--- config.mk ---
export PLATFORM = sky130hd
export DESIGN_NAME = pci_io_regs
export DESIGN_NICKNAME = d
export VERILOG_FILES = /design/src/rtl/pci_io_pkg.sv /design/src/rtl/pci_par_unit.sv /design/src/rtl/pci_io_regs.sv
export SDC_FILE = /design/constraint.sdc
export NUM_CORES = 1
export LEC_CHECK = 0
export CORE_AREA = 2 2 100 102
export DETAILED_ROUTE_END_ITERATION = 10
export DIE_AREA = 0 0 102 104
export GPL_ROUTABILITY_DRIVEN = 0
export PLACE_DENSITY = 0.79
export RECOVER_POWER = 50
export SLEW_MARGIN = 0
export SYNTH_ARGS = -nofsm -noshare
export SYNTH_HDL_FRONTEND = slang
export SYNTH_SLANG_ARGS = --single-unit
--- constraint.sdc ---
create_clock -name clk -period 3.2 [get_ports clk]
set_input_delay 0.96 -clock clk [delete_from_list [all_inputs] [get_ports clk]]
set_output_delay 0.96 -clock clk [all_outputs]
set_load 0.005 [all_outputs]
--- src/rtl/pci_io_pkg.sv ---
// Shared constants and PERR# sequencer state encoding for the PCI pad-register layer.
package pci_io_pkg;

  localparam int PCI_PAR_GROUP   = 32;
  localparam int PCI_LANE_W      = 8;
  localparam int PCI_GROUP_LANES = PCI_PAR_GROUP / PCI_LANE_W;

  typedef enum logic [1:0] {
    PERR_IDLE     = 2'b00,
    PERR_DRIVE_LO = 2'b01,
    PERR_DRIVE_HI = 2'b10
  } perr_state_t;

endpackage

--- src/rtl/pci_par_unit.sv ---
// Parity generator and checker for one 32-bit half of the AD bus.
// The generator works from the registered pad drive so PAR lands one enabled
// cycle behind its data. The checker latches the received phase's parity and
// compares it with PAR_I one cycle later, when the pad PAR for that phase is
// available.
module pci_par_unit
  import pci_io_pkg::*;
(
  input  logic                       clk,
  input  logic                       rst,
  input  logic                       pci_ce,
  input  logic [PCI_PAR_GROUP-1:0]   ad_drv,
  input  logic [PCI_GROUP_LANES-1:0] cbe_drv,
  input  logic                       ad_t_lo,
  input  logic [PCI_PAR_GROUP-1:0]   ad_rcv,
  input  logic [PCI_GROUP_LANES-1:0] cbe_rcv,
  input  logic                       par_rcv,
  input  logic                       chk_en,
  output logic                       par_o,
  output logic                       par_t,
  output logic                       par_mismatch
);

  logic chk_par;
  logic chk_pend;

  // Outbound even parity and its tristate, both trailing the data by one enabled cycle.
  always_ff @(posedge clk or posedge rst) begin
    if (rst) begin
      par_o <= 1'b0;
      par_t <= 1'b1;
    end else if (pci_ce) begin
      par_o <= (^ad_drv) ^ (^cbe_drv);
      par_t <= ad_t_lo;
    end
  end

  // Capture the parity of a data phase the core marks for checking.
  always_ff @(posedge clk or posedge rst) begin
    if (rst) begin
      chk_par  <= 1'b0;
      chk_pend <= 1'b0;
    end else begin
      chk_pend <= chk_en;
      if (chk_en) begin
        chk_par <= (^ad_rcv) ^ (^cbe_rcv);
      end
    end
  end

  assign par_mismatch = chk_pend & (chk_par ^ par_rcv);

endmodule

--- src/rtl/pci_io_regs.sv ---
// PCI pad-register layer: registers all inbound and outbound AD/CBE/PAR bits,
// generates outbound parity, checks inbound parity and sequences PERR#.
//
// PERR# sequencer states:
//   state          | meaning
//   PERR_IDLE      | PERR# released (T = 1)
//   PERR_DRIVE_LO  | PERR# driven low, a parity error was just registered
//   PERR_DRIVE_HI  | PERR# driven high for one cycle before release
module pci_io_regs
  import pci_io_pkg::*;
#(
  parameter  int DATA_W = 32,
  localparam int LANES  = DATA_W / PCI_LANE_W,
  localparam int PAR_W  = DATA_W / PCI_PAR_GROUP
) (
  input  logic              clk,
  input  logic              rst,
  input  logic              pci_ce,
  input  logic [DATA_W-1:0] ad_pad_i,
  input  logic [LANES-1:0]  cbe_pad_i,
  input  logic [PAR_W-1:0]  par_pad_i,
  output logic [DATA_W-1:0] ad_pad_o,
  output logic [LANES-1:0]  ad_pad_t,
  output logic [LANES-1:0]  cbe_pad_o,
  output logic              cbe_pad_t,
  output logic [PAR_W-1:0]  par_pad_o,
  output logic [PAR_W-1:0]  par_pad_t,
  output logic              perr_pad_o,
  output logic              perr_pad_t,
  output logic [DATA_W-1:0] ad_i,
  output logic [LANES-1:0]  cbe_i,
  output logic [PAR_W-1:0]  par_i,
  input  logic [DATA_W-1:0] ad_o,
  input  logic [LANES-1:0]  cbe_o,
  input  logic [LANES-1:0]  oe_ad_n,
  input  logic              oe_cbe_n,
  input  logic              chk_en,
  input  logic              perr_en,
  output logic              par_err
);

  logic [PAR_W-1:0] par_mismatch;
  logic             err_any;
  perr_state_t      state_q;
  perr_state_t      state_d;

  // Inbound capture runs every cycle; the preset matches an idle pulled-up bus.
  always_ff @(posedge clk or posedge rst) begin
    if (rst) begin
      ad_i  <= '1;
      cbe_i <= '1;
      par_i <= '1;
    end else begin
      ad_i  <= ad_pad_i;
      cbe_i <= cbe_pad_i;
      par_i <= par_pad_i;
    end
  end

  // Outbound data and per-lane enables, frozen while pci_ce is low.
  always_ff @(posedge clk or posedge rst) begin
    if (rst) begin
      ad_pad_o  <= '0;
      cbe_pad_o <= '0;
      ad_pad_t  <= '1;
      cbe_pad_t <= 1'b1;
    end else if (pci_ce) begin
      ad_pad_o  <= ad_o;
      cbe_pad_o <= cbe_o;
      ad_pad_t  <= oe_ad_n;
      cbe_pad_t <= oe_cbe_n;
    end
  end

  for (genvar h = 0; h < PAR_W; h++) begin : g_par
    pci_par_unit u_par (
      .clk          (clk),
      .rst          (rst),
      .pci_ce       (pci_ce),
      .ad_drv       (ad_pad_o[h*PCI_PAR_GROUP +: PCI_PAR_GROUP]),
      .cbe_drv      (cbe_pad_o[h*PCI_GROUP_LANES +: PCI_GROUP_LANES]),
      .ad_t_lo      (ad_pad_t[h*PCI_GROUP_LANES]),
      .ad_rcv       (ad_i[h*PCI_PAR_GROUP +: PCI_PAR_GROUP]),
      .cbe_rcv      (cbe_i[h*PCI_GROUP_LANES +: PCI_GROUP_LANES]),
      .par_rcv      (par_i[h]),
      .chk_en       (chk_en),
      .par_o        (par_pad_o[h]),
      .par_t        (par_pad_t[h]),
      .par_mismatch (par_mismatch[h])
    );
  end

  assign err_any = |par_mismatch;

  // Parity error pulse is reported regardless of the parity error response bit.
  always_ff @(posedge clk or posedge rst) begin
    if (rst) begin
      par_err <= 1'b0;
    end else begin
      par_err <= err_any;
    end
  end

  // PERR# sequencer state register; not gated by pci_ce.
  always_ff @(posedge clk or posedge rst) begin
    if (rst) begin
      state_q <= PERR_IDLE;
    end else begin
      state_q <= state_d;
    end
  end

  // Next state and PERR# pad drive; once started the sequence ignores perr_en.
  always_comb begin
    state_d    = state_q;
    perr_pad_o = 1'b1;
    perr_pad_t = 1'b1;
    case (state_q)
      PERR_IDLE: begin
        if (err_any && perr_en) begin
          state_d = PERR_DRIVE_LO;
        end
      end
      PERR_DRIVE_LO: begin
        perr_pad_o = 1'b0;
        perr_pad_t = 1'b0;
        state_d    = err_any ? PERR_DRIVE_LO : PERR_DRIVE_HI;
      end
      PERR_DRIVE_HI: begin
        perr_pad_t = 1'b0;
        state_d    = err_any ? PERR_DRIVE_LO : PERR_IDLE;
      end
      default: begin
        state_d = PERR_IDLE;
      end
    endcase
  end

endmodule

==> results of run 1 <==
## layout make-up
| cell class | count | area (um2) | area share, % |
|---|---|---|---|
| multi-input combinational | 128 | 1240 | 22.6 |
| clock buffer | 10 | 138 | 2.52 |
| clock inverter | 6 | 62.6 | 1.14 |
| timing repair buffer | 167 | 1660 | 30.4 |
| antenna | 1 | 2.50 | 0.0458 |
| tap | 133 | 166 | 3.04 |
| sequential | 85 | 2180 | 39.9 |
| inverter | 5 | 20.0 | 0.366 |
## critical path, stage by stage, from the launching register on
cell	delay, ps
dfrtp_1	410
inv_1	80
ha_1	290
inv_1	50
clkdlybuf4s50_1	490
## logic make-up after synthesis
family          after synthesis  share of synthesized area (%)
flops                        85                           63.0
simple gates                  8                          0.976
buf+inv                      11                           1.30
fa+ha+maj                     4                           1.45
xor+xnor                     69                           18.7
compound gates                5                          0.940
mux                          42                           13.7
## sequential cells by signal, summed over array words and instances, names as in the netlist
signal,cells
ad_i,32
ad_pad_o,32
ad_pad_t,4
cbe_i,4
cbe_pad_o,4
state_q,2
cbe_pad_t,1
g_par.u_par.chk_par,1
g_par.u_par.chk_pend,1
g_par.u_par.par_o,1
g_par.u_par.par_t,1
par_err,1
par_i,1
## placed cells by master (no fill, tap or decap), drive strengths merged
cell type      instances
a21oi                  3
a32o                   1
and2                   1
buf                    1
bufinv                 1
clkbuf                12
clkdlybuf4s50        125
clkinv                 5
clkinvlp               1
dfrtp                 42
dfstp                 43
diode                  1
dlygate4sd3           39
ha                     4
inv                    4
mux2                  42
nand2                  1
nand3                  1
nor2                   5
o31ai                  1
xnor2                 60
xnor3                  2
xor2                   7
## where the power goes
part | total [mW] | leakage (nW) | switching (mW) | internal [mW]
Sequential | 1.29 | 0.947 | 0.0843 | 1.21
Combinational | 0.934 | 1.09 | 0.327 | 0.607
Clock | 0.760 | 0.106 | 0.379 | 0.381
Total | 2.99 | 2.14 | 0.790 | 2.19
## path summary, 6_finish.rpt
kind	endpoint	slack, ps	depth (start not counted)
max	perr_pad_t	570	4
min	g_par[0].u_par.par_o	530	2
max reg2reg	g_par[0].u_par.chk_par	1390	6
min reg2reg	g_par[0].u_par.par_o	530	2
max in group asynchronous	ad_pad_o[23]	1040	3
min in group asynchronous	cbe_pad_o[1]	1460	3
## metal layers
layer / share of wire (%) / global-route usage [%] / routed length (um) / vias up
met1: 39 / 17.0 / 3000 / 1073
li1: - / - / - / 1076
met3: 8.5 / 4.37 / 655 / 14
met4: 2.2 / 7.33 / 165 / 0
met2: 50 / 24.6 / 3840 / 113
met5: 0 / 0 / 0 / -
==> run metrics, run 1 <==
Sink Count=85; count of warnings emitted by yosys=0; DR WL/cell=14.3 um; Final Power=2.99 mW; Async S/R FF share, synth=100%; Worst Setup End Kind=output pin; share of the synthesized area in the top cell type=32.6%; final worst slack=574 ps; IO Port Bufs=165; DRT iter0 DRCs=42; synthesized area per cell=15.5 um2; pin count of the biggest net entering global routing=86; final setup TNS=0 ps; # nets final=483; critical path type=reg -> out; R2R Path Start=ad_i[1]; initial antenna violation count=1; hold path startpoint=g_par[0].u_par.par_o; largest cells by area after synthesis=dfstp_2 33%, dfrtp_1 30%, xnor2_1 15%; Post CTS Setup Buffer Count=0; Rows=36; startpoint types=flop; Die ar.=10600 um2; Yosys reg bits=85; Hold Buf Count CTS=0; Commonest cells post-synth=58 x xnor2_1, 43 x dfstp_2, 42 x dfrtp_1, 42 x mux2_2, 7 x xor2_1; Final setup viols=0; Inserted Clock Buffers=9; Seq/Total Area, Yosys=63.0%; fin area=5470 um2; non-filler cells, final=535; Pwr Density=546 nW/um2; clk root buf=clkbuf_8; gr usage total=14.7%; Pre-antenna DRT Iters=4; crit-path max FO=4; post-synthesis cell count=224; dominant synthesized flop cell=dfstp_2; CTS resizes=0; most common cell in the synthesized netlist=xnor2_1; Post-DP Area=5290 um2; Die H=104 um; Starting Density=36.3%; RSZ-0062 raised after global routing=false; number of max-cap violations=0; number of flops mapped to enable cells by yosys=0; Placed Cells=518; Via density=4.25; share of layout cells above drive strength 1=26.7%; Layout area overhead=57.9%; Syn Std Cell Area=3460 um2; Final Util=57.2%; number of fill cells=810; CORE AREA=9550 um2; Hold Vio Cnt, Final=0; Synth area leader=dfstp_2; total congestion overflow=0; DRC viols=0; Clock Latency Late Sink=350 ps; pre-CTS setup slack=942 ps; peak supply drop=0.215 mV; Slew Limit Fails=0; CTS clock-pin slew for the worst setup and hold paths=80 ps; Crit. Startpoint=state_q[0]; H-Tree Depth=3; min-delay worst type=reg -> reg; skew final=7.48 ps; CTS max path bufs=2; worst hold slack=532 ps; wire length of the first global-routing pass=12000 um; Tightest Pin Transition=1100 ps; Routed Wire Length=7660 um; WP data arrival=1670 ps; IO Pins=166; leakage power=2.14 nW; Die W=102 um; HPWL Detailed=5700 um; fmax=381 MHz; Tmin final=2630 ps; CP required=2240 ps; ANT nets after route=0; fin crit share=82.1%; Via Count=2276; status=complete, no violations; Post-Syn Nets=311; Synth cell types=19; Slew Limit Headroom=26.4%; CTS tree=yes; vias in the first global route=2514
No activity file was read; power rests on OpenSTA's default activity.
==> run 2, diff against run 1 <==
--- a/config.mk
+++ b/config.mk
@@ -5,11 +5,11 @@
 export SDC_FILE = /design/constraint.sdc
 export NUM_CORES = 1
 export LEC_CHECK = 0
-export CORE_AREA = 2 2 100 102
+export CORE_AREA = 2 2 95 97
 export DETAILED_ROUTE_END_ITERATION = 10
-export DIE_AREA = 0 0 102 104
+export DIE_AREA = 0 0 97 99
 export GPL_ROUTABILITY_DRIVEN = 0
-export PLACE_DENSITY = 0.79
+export PLACE_DENSITY = 0.83
 export RECOVER_POWER = 50
 export SLEW_MARGIN = 0
 export SYNTH_ARGS = -nofsm -noshare
==> constraint.sdc (replaced) <==
create_clock -name clk -period 2.51 [get_ports clk]
set_input_delay 0.753 -clock clk [delete_from_list [all_inputs] [get_ports clk]]
set_output_delay 0.753 -clock clk [all_outputs]
set_load 0.005 [all_outputs]
==> run 2 against run 1 <==
  * Register-to-register slack got worse by 720 ps
  * Die area decreased by 9.5%
  * Via count increased by 0.83%
  * Worst hold slack got worse by 3.9 ps
  * Non-clock buffer count increased by 2
  * Critical endpoint unchanged
  * Sequential power increased by 27%
==> run metrics, run 2 (synthesis results as in run 1) <==
Tightest Pin Transition=1090 ps (was 1100 ps); final setup TNS=0 ps (unchanged); gr usage total=16.6% (was 14.7%); Die W=97 um (was 102 um); Rows=34 (was 36); Slew Limit Headroom=27.1% (was 26.4%); DR WL/cell=14.9 um (was 14.3 um); IO Pins=166 (unchanged); Pre-antenna DRT Iters=4 (unchanged); most frequent cells in the layout=125 x clkdlybuf4s50_1, 58 x xnor2_1, 42 x mux2_2, 42 x dfstp_2, 42 x dfrtp_1 (was 125 x clkdlybuf4s50_1, 58 x xnor2_1, 43 x dfstp_2); commonest non-fill, non-tap cell in the layout=clkdlybuf4s50_1 (unchanged); cells on worst reg2reg path=6 (unchanged); fmax=420 MHz; CTS tree=yes (unchanged); wire length of the first global-routing pass=12500 um (was 12000 um); HPWL Detailed=5920 um (was 5700 um); Final setup viols=0 (unchanged); Regs by FF count=ad_i x32, ad_pad_o x32 (unchanged); final worst slack=127 ps (was 574 ps); worst flop-to-flop path endpoint=g_par[0].u_par.chk_par (unchanged); met1 Use GR=18.9% (was 17.0%); Int Pwr=2.78 mW (was 2.19 mW); Routed Wire Length=7610 um (was 7660 um); CTS clock-pin slew for the worst setup and hold paths=90 ps (was 80 ps); leakage power=2.15 nW (was 2.14 nW); # nets final=485 (was 483); busiest grt layer=met2 (unchanged); Tmin final=2380 ps; pin count of the biggest net entering global routing=45 (was 86); number of max-cap violations=0 (unchanged); Sink Count=85 (unchanged); Inserted Clock Buffers=9 (unchanged); Via density=4.49 (was 4.25); Reg2Reg Setup Slack=670 ps (was 1390 ps); status=complete, no violations (unchanged); switching pwr=1.01 mW (was 0.790 mW); Hold Vio Cnt, Final=0 (unchanged); critical path type=reg -> out (unchanged); Final Util=63.9% (was 57.2%); DRC viols=0 (unchanged); crit-path max FO=4 (unchanged); worst hold slack=528 ps (was 532 ps); DRT iter0 DRCs=24 (was 42); min-delay worst type=reg -> reg (unchanged); sw frac=26.6% (was 26.5%); R2R Path Start=ad_i[16] (was ad_i[1]); vias in the first global route=2516 (was 2514); ANT nets after route=0 (unchanged); power share of the combinational group=32.0% (was 31.3%); fin crit share=94.9%; pre-CTS setup slack=484 ps (was 942 ps); Clock power frac=24.5% (was 25.5%); WP data arrival=1630 ps (was 1670 ps); IO Port Bufs=165 (unchanged); GR Util met2=28.7% (was 24.6%); share of layout cells above drive strength 1=26.8% (was 26.7%); Starting Density=40.5% (was 36.3%); Die H=99 um (was 104 um); CP required=1760 ps (was 2240 ps); CTS max path bufs=2 (unchanged); Layout area overhead=57.9% (unchanged); H-Tree Depth=3 (unchanged); Slew Limit Fails=0 (unchanged); fin area=5470 um2 (unchanged); # diodes=0 (was 1); clk root buf=clkbuf_8 (unchanged); Worst Setup End Kind=output pin (unchanged); Via Count=2295 (was 2276); initial antenna violation count=0 (was 1); Post-DP Area=5280 um2 (was 5290 um2); Die ar.=9600 um2 (was 10600 um2); Pwr Density=692 nW/um2 (was 546 nW/um2); Sequential Power Share=43.5% (was 43.3%); peak supply drop=0.360 mV (was 0.215 mV); Clock Latency Late Sink=340 ps (was 350 ps); number of fill cells=663 (was 810); CP Capture Point=perr_pad_t (unchanged); GR Layer Usage met3=6.03% (was 4.37%); startpoint types=flop (unchanged); total congestion overflow=0 (unchanged); skew final=13.2 ps (was 7.48 ps); Crit. Startpoint=state_q[0] (unchanged); CORE AREA=8550 um2 (was 9550 um2)
## run 2: cell type report
class / instances / area (um2) / area share (%)
flip-flops and latches: 85 / 2180 / 39.9
repair buffers: 169 / 1700 / 31.1
multi-input cells: 128 / 1240 / 22.6
clock buffers: 12 / 166 / 3.04
well taps: 108 / 135 / 2.47
clock inverters: 4 / 27.5 / 0.504
inverters: 5 / 20.0 / 0.366
## run 2: how the worst min path moves through the flow
stage,slack [ps],cells past startpoint,end,from
final,530,2,g_par[0].u_par.par_o,g_par[0].u_par.par_o
after global routing,560,2,g_par[0].u_par.par_o,g_par[0].u_par.par_o
after CTS,530,2,g_par[0].u_par.par_o,g_par[0].u_par.par_o
after detailed placement,510,2,g_par[0].u_par.par_o,g_par[0].u_par.par_o
after global placement,510,2,g_par[0].u_par.par_o,g_par[0].u_par.par_o
after floorplan,490,1,par_err,g_par[0].u_par.chk_pend
## run 2: stage by stage
stage,total power [mW],cells
2_1_floorplan,2.37,224
3_3_place_gp,2.87,494
3_5_place_dp,2.91,494
4_1_cts,3.86,510
5_1_grt,4.02,511
6_report,3.78,511
## run 2: critical path, cell delays in order, from the launching register on
cell and delay (ps):
dfrtp_1 420, inv_2 50, ha_1 280, inv_1 50
clkdlybuf4s50_1 490
## run 2: layer usage
metal / up-vias / share of wire, %
met1: 1101 / 37
met4: 0 / 1.8
met3: 14 / 8.3
li1: 1075 / -
met5: - / 0
met2: 105 / 53
## run 2: power by group through the flow
stage          registers, mW  logic (mW)  clock network (mW)
4_1_cts                 1.65        1.24               0.965
5_1_grt                 1.67        1.32                1.03
6_report                1.64        1.21               0.929
3_3_place_gp            1.66        1.21                   0
3_5_place_dp            1.67        1.24                   0
2_1_floorplan           1.67       0.705                   0
## run 2: timing repair
action	CTS	global route
setup buffers	0	1
hold buffers	0	0
setup endpoints to repair	0	1
resized for setup	0	1
